===== config.mk =====
export PLATFORM = sky130hd
export DESIGN_NAME = sram_like_arbiter
export DESIGN_NICKNAME = d
export VERILOG_FILES = /design/src/rtl/sram_like_arbiter.sv
export SDC_FILE = /design/constraint.sdc
export NUM_CORES = 1
export LEC_CHECK = 0
export CAP_MARGIN = 20
export CORE_AREA = 2 2 121 123
export CTS_CLUSTER_DIAMETER = 60
export CTS_CLUSTER_SIZE = 10
export DETAILED_ROUTE_END_ITERATION = 12
export DIE_AREA = 0 0 123 125
export PLACE_DENSITY = 0.62
export SETUP_SLACK_MARGIN = 0.2
export SLEW_MARGIN = 10
export SYNTH_ARGS = -nofsm -noshare
export SYNTH_HDL_FRONTEND = slang
export SYNTH_SLANG_ARGS = --single-unit

===== constraint.sdc =====
create_clock -name clk -period 1.8 [get_ports clk]
set_clock_uncertainty 0.1 [all_clocks]
set_input_delay 0.36 -clock clk [delete_from_list [all_inputs] [get_ports clk]]
set_output_delay 0.36 -clock clk [all_outputs]
set_load 0.02 [all_outputs]

===== src/rtl/sram_like_arbiter.sv =====
// 2:1 arbiter sharing one SRAM-like memory port between instruction and data masters.
// Define ARB_ROUND_ROBIN_EN to alternate the tie-break instead of fixed data-over-inst priority.
module sram_like_arbiter #(
    parameter int ADDR_W = 32,
    parameter int DATA_W = 32
) (
    input  logic              clk,
    input  logic              rst,
    input  logic              inst_req,
    input  logic              inst_wr,
    input  logic [1:0]        inst_size,
    input  logic [ADDR_W-1:0] inst_addr,
    input  logic [DATA_W-1:0] inst_wdata,
    output logic [DATA_W-1:0] inst_rdata,
    output logic              inst_addr_ok,
    output logic              inst_data_ok,
    input  logic              data_req,
    input  logic              data_wr,
    input  logic [1:0]        data_size,
    input  logic [ADDR_W-1:0] data_addr,
    input  logic [DATA_W-1:0] data_wdata,
    output logic [DATA_W-1:0] data_rdata,
    output logic              data_addr_ok,
    output logic              data_data_ok,
    output logic              mem_req,
    output logic              mem_wr,
    output logic [1:0]        mem_size,
    output logic [ADDR_W-1:0] mem_addr,
    output logic [DATA_W-1:0] mem_wdata,
    input  logic [DATA_W-1:0] mem_rdata,
    input  logic              mem_addr_ok,
    input  logic              mem_data_ok
);

    typedef enum logic [1:0] {IDLE, ADDR, DATA} state_t;

    state_t state, state_nx;
    logic   owner, owner_nx;   // 0 = inst, 1 = data
    logic   winner, any_req, sel;
    logic   grant_ok, resp_ok;

    assign any_req = inst_req | data_req;

`ifdef ARB_ROUND_ROBIN_EN
    logic rr_last, rr_last_nx;

    always_comb begin
        winner = (inst_req && data_req) ? ~rr_last : data_req;
    end

    always_ff @(posedge clk) begin
        if (rst) rr_last <= 1'b0;
        else     rr_last <= rr_last_nx;
    end
`else
    always_comb begin
        winner = data_req;
    end
`endif

    always_ff @(posedge clk) begin
        if (rst) begin
            state <= IDLE;
            owner <= 1'b0;
        end else begin
            state <= state_nx;
            owner <= owner_nx;
        end
    end

    always_comb begin
        state_nx = state;
        owner_nx = owner;
`ifdef ARB_ROUND_ROBIN_EN
        rr_last_nx = rr_last;
`endif
        sel      = owner;
        mem_req  = 1'b0;
        grant_ok = 1'b0;
        resp_ok  = 1'b0;
        case (state)
            IDLE: begin
                sel = winner;
                if (any_req) begin
                    mem_req  = 1'b1;
                    owner_nx = winner;
`ifdef ARB_ROUND_ROBIN_EN
                    rr_last_nx = winner;
`endif
                    grant_ok = mem_addr_ok;
                    state_nx = mem_addr_ok ? DATA : ADDR;
                end
            end
            ADDR: begin
                mem_req  = 1'b1;
                grant_ok = mem_addr_ok;
                if (mem_addr_ok) state_nx = DATA;
            end
            DATA: begin
                resp_ok = mem_data_ok;
                if (mem_data_ok) state_nx = IDLE;
            end
            default: state_nx = IDLE;
        endcase
        // Reset masks every handshake so an aborted transaction never completes.
        if (rst) begin
            mem_req  = 1'b0;
            grant_ok = 1'b0;
            resp_ok  = 1'b0;
        end
    end

    assign mem_wr    = sel ? data_wr    : inst_wr;
    assign mem_size  = sel ? data_size  : inst_size;
    assign mem_addr  = sel ? data_addr  : inst_addr;
    assign mem_wdata = sel ? data_wdata : inst_wdata;

    assign inst_addr_ok = grant_ok & ~sel;
    assign data_addr_ok = grant_ok &  sel;
    assign inst_data_ok = resp_ok  & ~owner;
    assign data_data_ok = resp_ok  &  owner;
    assign inst_rdata   = mem_rdata;
    assign data_rdata   = mem_rdata;

endmodule


==> impl_results.rst, run 1 <==
.. list-table::
   :header-rows: 1

   * - Metric
     - Value
   * - Status
     - finished with violations
   * - Violations in the final reports
     - negative setup slack
   * - Max Slew Vio Count
     - 0
   * - Cell Chain, Critical Path
     - o21a_4 -> nor2_4 -> buf_8 -> buf_16 -> buf_4 -> mux2_2 -> buf_6
   * - Most numerous cell types in the synthesized netlist
     - sky130_fd_sc_hd__buf_4 (64), sky130_fd_sc_hd__mux2_2 (48), sky130_fd_sc_hd__mux2_4 (19)
   * - Sequential element share of the synthesized area
     - 0.0389
   * - Cell area power density
     - 499 nW/um2
   * - Num Clock Sinks
     - 3
   * - Share of cells above drive strength 1
     - 0.569
   * - Setup Total Neg Slack
     - -27.19 ns
   * - Worst R2R End
     - state[1]
   * - Standard cell with the maximum stage delay on the critical path
     - sky130_fd_sc_hd__dfxtp_4
   * - VDD IR max
     - 0.197 mV
   * - Detailed Place HPWL
     - 5.90 mm
   * - Layout fillers
     - 1505
   * - Post-synthesis cell type count
     - 19
   * - Met1 Use GR
     - 0.0907
   * - Nets@finish
     - 507
   * - Antenna Nets Post-Route
     - 0
   * - Register bit count reported by yosys
     - 3
   * - Clock latency on the worst-skew pair
     - 0.22 ns
   * - Static leakage
     - 1.75 nW
   * - Largest area contributor in the netlist
     - sky130_fd_sc_hd__mux2_2
   * - Required time at the worst-slack endpoint
     - 1.34 ns
   * - Top Ports
     - 308
   * - Cells taking the most area after synthesis
     - sky130_fd_sc_hd__mux2_2 (35%), sky130_fd_sc_hd__buf_4 (31%), sky130_fd_sc_hd__mux2_4 (18%)
   * - Worst setup path class
     - reg -> out
   * - Synthesized cell area
     - 1540 um2
   * - Overall via count from detail_route
     - 1846
   * - Worst min path class
     - in -> reg
   * - Library cell used as clock root buffer
     - sky130_fd_sc_hd__clkbuf_16
   * - FF/Latch Area
     - 67.6 um2
   * - Global-route wire length before repair
     - 10.5 mm
   * - Met3 track demand over resource
     - 0.0228
   * - Busiest layer in global routing
     - met2
   * - Average detailed-routed wire length per instance
     - 14.5 um
   * - DIE AREA
     - 15400 um2
   * - Critical path endpoint category
     - output pin
   * - Number of buffers on the longest clock path
     - 2
   * - Final worst-path setup slack
     - -0.456 ns
   * - Post-Place Setup Slack
     - -1.02 ns
   * - Overall routed net length
     - 7.50 mm
   * - First-pass detailed-route iteration total
     - 2
   * - Number of buffers inserted by port buffering
     - 211
   * - Placer congestion estimate
     - 0.763
   * - Critical path depth
     - 7
   * - Std-Cell Rows
     - 44
   * - Pin count of the biggest net entering global routing
     - 21
   * - H-tree lvl count
     - 1
   * - Initial antenna violation count
     - 0
   * - Overall global routing resource usage
     - 0.0876
   * - Average instance area after synthesis
     - 9.76 um2
   * - Die W
     - 123 um
   * - Number of failing setup endpoints in the final timing report
     - 69
   * - Number of buffer and inverter instances along the worst setup path
     - 4
   * - Most frequently used flop master after synthesis
     - sky130_fd_sc_hd__dfxtp_1
   * - Reported max-cap violation count
     - 0
   * - Hold endpoint
     - state[1]
   * - DRC errors left
     - 0
   * - Switching power share of the total
     - 0.329
   * - Biggest cell delay along the critical path
     - 0.35 ns
   * - Post-synthesis net count
     - 330
   * - Height of the chip
     - 125 um
   * - RSZ-0062 raised after global routing
     - yes
   * - Hold Fails Final Rpt
     - 0
   * - Clock network power share
     - 0.174
   * - First DRT Iteration DRCs
     - 7
   * - Area of the multi-input gates
     - 1100 um2
   * - Number of enable-type register cells in the synthesized netlist
     - 0
   * - Met2 routing resource usage after global routing
     - 0.171
   * - Delay-heaviest family, CP
     - buffers and inverters
   * - Number of cells on the worst reg-to-reg path
     - 5
   * - Internal power consumption
     - 1.34 mW
   * - P&R area growth vs syn
     - 159%
   * - TritonCTS clock tree
     - yes
   * - Clock transition at the registers of the reported paths
     - 0.03 ns
   * - Starting utilization of the core area
     - 0.109
   * - Time the worst path needs with I/O delays and setup
     - 2.26 ns
   * - Via count of the first global-routing pass
     - 1986
   * - Library cell with the highest instance count after synthesis
     - sky130_fd_sc_hd__buf_4
   * - Min-delay src
     - mem_data_ok
   * - Ys async rst share
     - 0
   * - Net Switching
     - 0.656 mW
   * - Share of the clock period used by the worst path after layout
     - 1.25
   * - Comb power frac
     - 0.786
   * - Ant. Diodes
     - 0
   * - Sequential power share
     - 0.040
   * - Slew margin rel.
     - 0.814
   * - Worst-case register-to-register setup slack
     - 0.26 ns
   * - Origin of the critical flop-to-flop path
     - state[1]
   * - Crit path launch type
     - register
   * - Mapped Cells
     - 158
   * - Warnings from Yosys
     - 0
   * - Number of cells on the worst hold path
     - 2
   * - TritonCTS Buffers
     - 3
   * - Slew at the pin closest to its max-slew limit
     - 0.276 ns
   * - Worst Path Arrival
     - 1.80 ns
   * - Routed via count divided by cell count
     - 3.56
   * - Core Region
     - 14200 um2
   * - Grt ovf
     - 0
   * - Maximum clock frequency
     - 443 MHz
   * - Crit-path max FO
     - 7
   * - Area share of the largest cell type after synthesis
     - 0.350
[worst reg2reg max path: stages, from the launching register on]
cell                      delay, ns
sky130_fd_sc_hd__dfxtp_4       0.35
sky130_fd_sc_hd__buf_6         0.12
sky130_fd_sc_hd__buf_6         0.11
sky130_fd_sc_hd__or4b_4        0.55
sky130_fd_sc_hd__buf_6         0.14
sky130_fd_sc_hd__o41ai_2       0.04
[how the worst max path moves through the flow]
stage	start	to
final	state[0]	mem_addr[24]
after global routing	state[0]	mem_wdata[1]
after CTS	state[1]	mem_wdata[29]
after detailed placement	data_req	mem_wdata[8]
after global placement	data_req	mem_wdata[8]
after floorplan	state[0]	mem_wdata[12]
[per-layer routing]
layer  share of wire  vias to the layer above
met5               0                        -
met4           0.013                        0
met3            0.13                        8
met2            0.53                      172
met1            0.33                      820
li1                -                      846
[cells in the final DEF (no fill, tap or decap), drive strengths merged, types with 2 or more instances in the layout]
cell	synthesis	routed
clkdlybuf4s50	0	134
buf	71	103
mux2	67	67
clkbuf	0	6
dlygate4sd2	0	4
nor2	3	3
nor3	3	3
dfxtp	3	3
nor4	2	2
[area by class of cell]
class,count,share of cell area
multi-input combinational,83,0.276
inverter,1,0.000940
clock buffer,4,0.0197
sequential,3,0.0169
timing repair buffer,243,0.629
tap,184,0.0577
[sequential cells by signal (all words and copies together) (netlist names)]
register  count
owner         1
state         2
[stage by stage]
step | instances | hold slack (ns) | utilization | cell area, um2 | total power [mW]
after CTS | 515 | 0.400 | 0.262 | 3720 | 1.88
after detailed placement | 495 | 0.487 | 0.245 | 3480 | 1.40
after floorplan | 158 | 0.327 | - | 1570 | 0.889
after global routing | 518 | 0.414 | 0.281 | 3990 | 2.09
final | 518 | 0.407 | 0.281 | 3990 | 1.99
after global placement | 495 | 0.485 | 0.245 | 3480 | 1.39
[kinds of logic after synthesis]
kind of cell / synth area share
buffers and inverters: 0.349
multiplexers: 0.535
AND/OR/NAND/NOR: 0.0624
AO/OA/AOI/OAI: 0.0146
flip-flops: 0.0389
[power by group through the flow]
stage	clock, mW	combinational [mW]	sequential [mW]
2_1_floorplan	0	0.808	0.0817
3_5_place_dp	0	1.32	0.0802
4_1_cts	0.354	1.44	0.0785
3_3_place_gp	0	1.31	0.0798
6_report	0.347	1.57	0.0791
5_1_grt	0.364	1.65	0.0798
[what timing repair did]
item                                    4_1_cts  5_1_grt
pin swaps                                     4        6
endpoints found under the hold margin         0        0
hold buffers                                  0        0
cloned                                        4        1
endpoints found under the setup margin       73       73
gates resized for setup                     360       66
setup buffers                                12        2
Power figures use the tool's default switching activity.
==> run 2: changes to the inputs <==
--- a/config.mk
+++ b/config.mk
@@ -5,13 +5,14 @@
 export SDC_FILE = /design/constraint.sdc
 export NUM_CORES = 1
 export LEC_CHECK = 0
+export ABC_CLOCK_PERIOD_IN_PS = 1800
 export CAP_MARGIN = 20
 export CORE_AREA = 2 2 121 123
 export CTS_CLUSTER_DIAMETER = 60
 export CTS_CLUSTER_SIZE = 10
 export DETAILED_ROUTE_END_ITERATION = 12
 export DIE_AREA = 0 0 123 125
-export PLACE_DENSITY = 0.62
+export PLACE_DENSITY = 0.53
 export SETUP_SLACK_MARGIN = 0.2
 export SLEW_MARGIN = 10
 export SYNTH_ARGS = -nofsm -noshare
==> impl_results.rst, run 2 (synthesis gave the netlist of run 1 again) <==
.. list-table::
   :header-rows: 1

   * - Metric
     - Value
   * - Status
     - finished with violations
   * - Violations in the final reports
     - negative setup slack
   * - Number of buffer and inverter instances along the worst setup path
     - 5 (+1)
   * - Number of buffers inserted by port buffering
     - 211 (unchanged)
   * - Core utilization of the finished layout
     - 0.308 (+0.0274)
   * - Maximum clock frequency
     - 434 MHz (-2.0%)
   * - Biggest cell delay along the critical path
     - 0.35 ns (about the same)
   * - Pin count of the biggest net entering global routing
     - 11 (-48%)
   * - Worst Path Arrival
     - 1.84 ns (+0.04 ns)
   * - Number of flip-flops in the largest register
     - 2 (unchanged)
   * - Average detailed-routed wire length per instance
     - 16.9 um (+16%)
   * - CP most frequent cell
     - sky130_fd_sc_hd__buf_6
   * - Commonest non-fill, non-tap cells in the layout
     - sky130_fd_sc_hd__clkdlybuf4s50_1 (134), sky130_fd_sc_hd__buf_6 (83), sky130_fd_sc_hd__mux2_4 (67)
   * - TritonCTS clock tree
     - yes
   * - Delay-heaviest family, CP
     - buffers and inverters
   * - Overall via count from detail_route
     - 1878 (+1.7%)
   * - P&R area growth vs syn
     - 184%
   * - Ant. Diodes
     - 0 (unchanged)
   * - VDD IR max
     - 0.174 mV (-12%)
   * - Top Ports
     - 308 (unchanged)
   * - Post-Layout Inst Area
     - 4380 um2 (+9.7%)
   * - Required time at the worst-slack endpoint
     - 1.34 ns (about the same)
   * - Via count of the first global-routing pass
     - 2068 (+4.1%)
   * - H-tree lvl count
     - 1 (unchanged)
   * - Grt ovf
     - 0 (unchanged)
   * - Reported max-cap violation count
     - 0 (unchanged)
   * - Share of cells above drive strength 1
     - 0.575 (+0.00592)
   * - Leading cell type in the layout, fill and taps excluded
     - sky130_fd_sc_hd__clkdlybuf4s50_1
   * - RSZ-0062 raised after global routing
     - yes
   * - Clock transition at the registers of the reported paths
     - 0.03 ns (about the same)
   * - Std-Cell Rows
     - 44 (unchanged)
   * - Clock latency on the worst-skew pair
     - 0.23 ns (about the same)
   * - Die W
     - 123 um (unchanged)
   * - Critical path endpoint category
     - output pin
   * - Cell Chain, Critical Path
     - nor3b_4 -> nor2_4 -> buf_6 -> buf_6 -> buf_12 -> buf_16 -> mux2_4 -> buf_6
   * - Worst-case register-to-register setup slack
     - 0.32 ns (+0.06 ns)
   * - Number of buffers on the longest clock path
     - 2 (unchanged)
   * - Final worst-path setup slack
     - -0.503 ns (-0.0465 ns)
   * - Antenna Nets Post-Route
     - 0 (unchanged)
   * - TritonCTS Buffers
     - 3 (unchanged)
   * - FF/Latch Area
     - 67.6 um2 (unchanged)
   * - Share of the clock period used by the worst path after layout
     - 1.28 (+0.0258)
   * - Overall global routing resource usage
     - 0.101 (+0.0129)
   * - Hold endpoint
     - state[0]
   * - Overall routed net length
     - 8.85 mm (+18%)
   * - Number of cells on the worst reg-to-reg path
     - 5 (unchanged)
   * - Max Slew Vio Count
     - 0 (unchanged)
   * - Area of the multi-input gates
     - 1200 um2 (+9.0%)
   * - Worst min path class
     - in -> reg
   * - Library cell used as clock root buffer
     - sky130_fd_sc_hd__clkbuf_16
   * - Standard cell with the maximum stage delay on the critical path
     - sky130_fd_sc_hd__dfxtp_4
   * - Min-delay src
     - mem_addr_ok
   * - Global-route wire length before repair
     - 11.6 mm (+9.8%)
   * - Hold Fails Final Rpt
     - 0 (unchanged)
   * - Origin of the critical flop-to-flop path
     - state[0]
   * - First DRT Iteration DRCs
     - 9 (+2)
   * - Worst setup path class
     - reg -> out
   * - Initial antenna violation count
     - 0 (unchanged)
   * - First-pass detailed-route iteration total
     - 3 (+1)
   * - Num Clock Sinks
     - 3 (unchanged)
   * - Time the worst path needs with I/O delays and setup
     - 2.30 ns (+0.0465 ns)
   * - DIE AREA
     - 15400 um2 (unchanged)
   * - Register with the most flip-flops
     - state
   * - Slew margin rel.
     - 0.810 (-0.00440)
   * - Slew at the pin closest to its max-slew limit
     - 0.282 ns (+0.00593 ns)
   * - Number of failing setup endpoints in the final timing report
     - 69 (unchanged)
   * - Placer congestion estimate
     - 0.736 (-3.5%)
   * - DRC errors left
     - 0 (unchanged)
   * - Worst R2R End
     - owner
   * - Layout fillers
     - 1479 (-1.7%)
   * - Instance area after placement
     - 3480 um2 (-0.14%)
   * - Crit path launch type
     - register
   * - Crit-path max FO
     - 7 (unchanged)
   * - Routed via count divided by cell count
     - 3.58 (+0.38%)
   * - Number of cells on the worst hold path
     - 2 (unchanged)
   * - Largest registers
     - state: 2 flops, owner: 1 flops
   * - Pwr Total
     - 2.25 mW (+13%)
   * - Nets@finish
     - 514 (+1.4%)
   * - Cell area power density
     - 514 nW/um2 (+3.0%)
   * - Starting utilization of the core area
     - 0.109 (unchanged)
   * - Height of the chip
     - 125 um (unchanged)
   * - Static leakage
     - 1.99 nW (+14%)
   * - Detailed Place HPWL
     - 6.43 mm (+8.9%)
   * - Core Region
     - 14200 um2 (unchanged)
-- run 2: changes by cell type in the layout (fill, tap and decap cells not counted), moves of 2 or more --
cell                        previous run  this run
sky130_fd_sc_hd__buf_6                54        83
sky130_fd_sc_hd__mux2_2               27         0
sky130_fd_sc_hd__mux2_4               40        67
sky130_fd_sc_hd__buf_2                20         0
sky130_fd_sc_hd__buf_4                17        12
sky130_fd_sc_hd__buf_16                5         7
sky130_fd_sc_hd__buf_8                 2         0
sky130_fd_sc_hd__clkbuf_16             4         6
-- run 2: cell type report --
| cell class | instances | area share |
|---|---|---|
| repair buffers | 250 | 0.639 |
| multi-input cells | 83 | 0.274 |
| well taps | 184 | 0.0525 |
| inverters | 1 | 0.000857 |
| clock buffers | 4 | 0.0180 |
| flip-flops and latches | 3 | 0.0154 |
-- run 2: power breakdown --
group          leakage (nW)  switching [mW]  internal (mW)
logic                  1.93           0.661           1.15
registers            0.0261         0.00792         0.0720
clock network        0.0382          0.0634          0.293
-- run 2: metrics by stage --
step / hold WS (ns) / setup TNS, ns / setup slack [ns] / cells
after floorplan: 0.327 / 0 / 0.0150 / 158
after global placement: 0.491 / -67.86 / -1.04 / 493
after detailed placement: 0.509 / -66.75 / -1.02 / 493
after CTS: 0.356 / -29.70 / -0.501 / 516
after global routing: 0.359 / -31.72 / -0.548 / 525
final: 0.351 / -28.43 / -0.503 / 525
-- run 2: how the worst max path moves through the flow --
stage	cells past startpoint	from	end
finish	8	state[0]	mem_wdata[14]
global route	8	state[0]	mem_wdata[14]
CTS	8	state[0]	mem_wdata[14]
detailed placement	6	data_req	mem_wdata[9]
global placement	6	data_req	mem_addr[6]
floorplan	5	state[0]	mem_wdata[12]
-- run 2: timing repair --
item                       in CTS  in global routing
hold buffers                    0                  0
setup endpoints to repair      72                 72
cloned                          7                  3
pin swaps                       5                  5
gates resized for setup       424                103
setup buffers                  12                  6
-- run 2: routing by layer --
metal / vias to the layer above / GRT usage / wire, um
li1: 859 / - / -
met1: 832 / 0.0948 / 2800
met2: 183 / 0.206 / 4830
met3: 4 / 0.0324 / 1170
met4: 0 / 0.0174 / 51
met5: - / 0 / 0
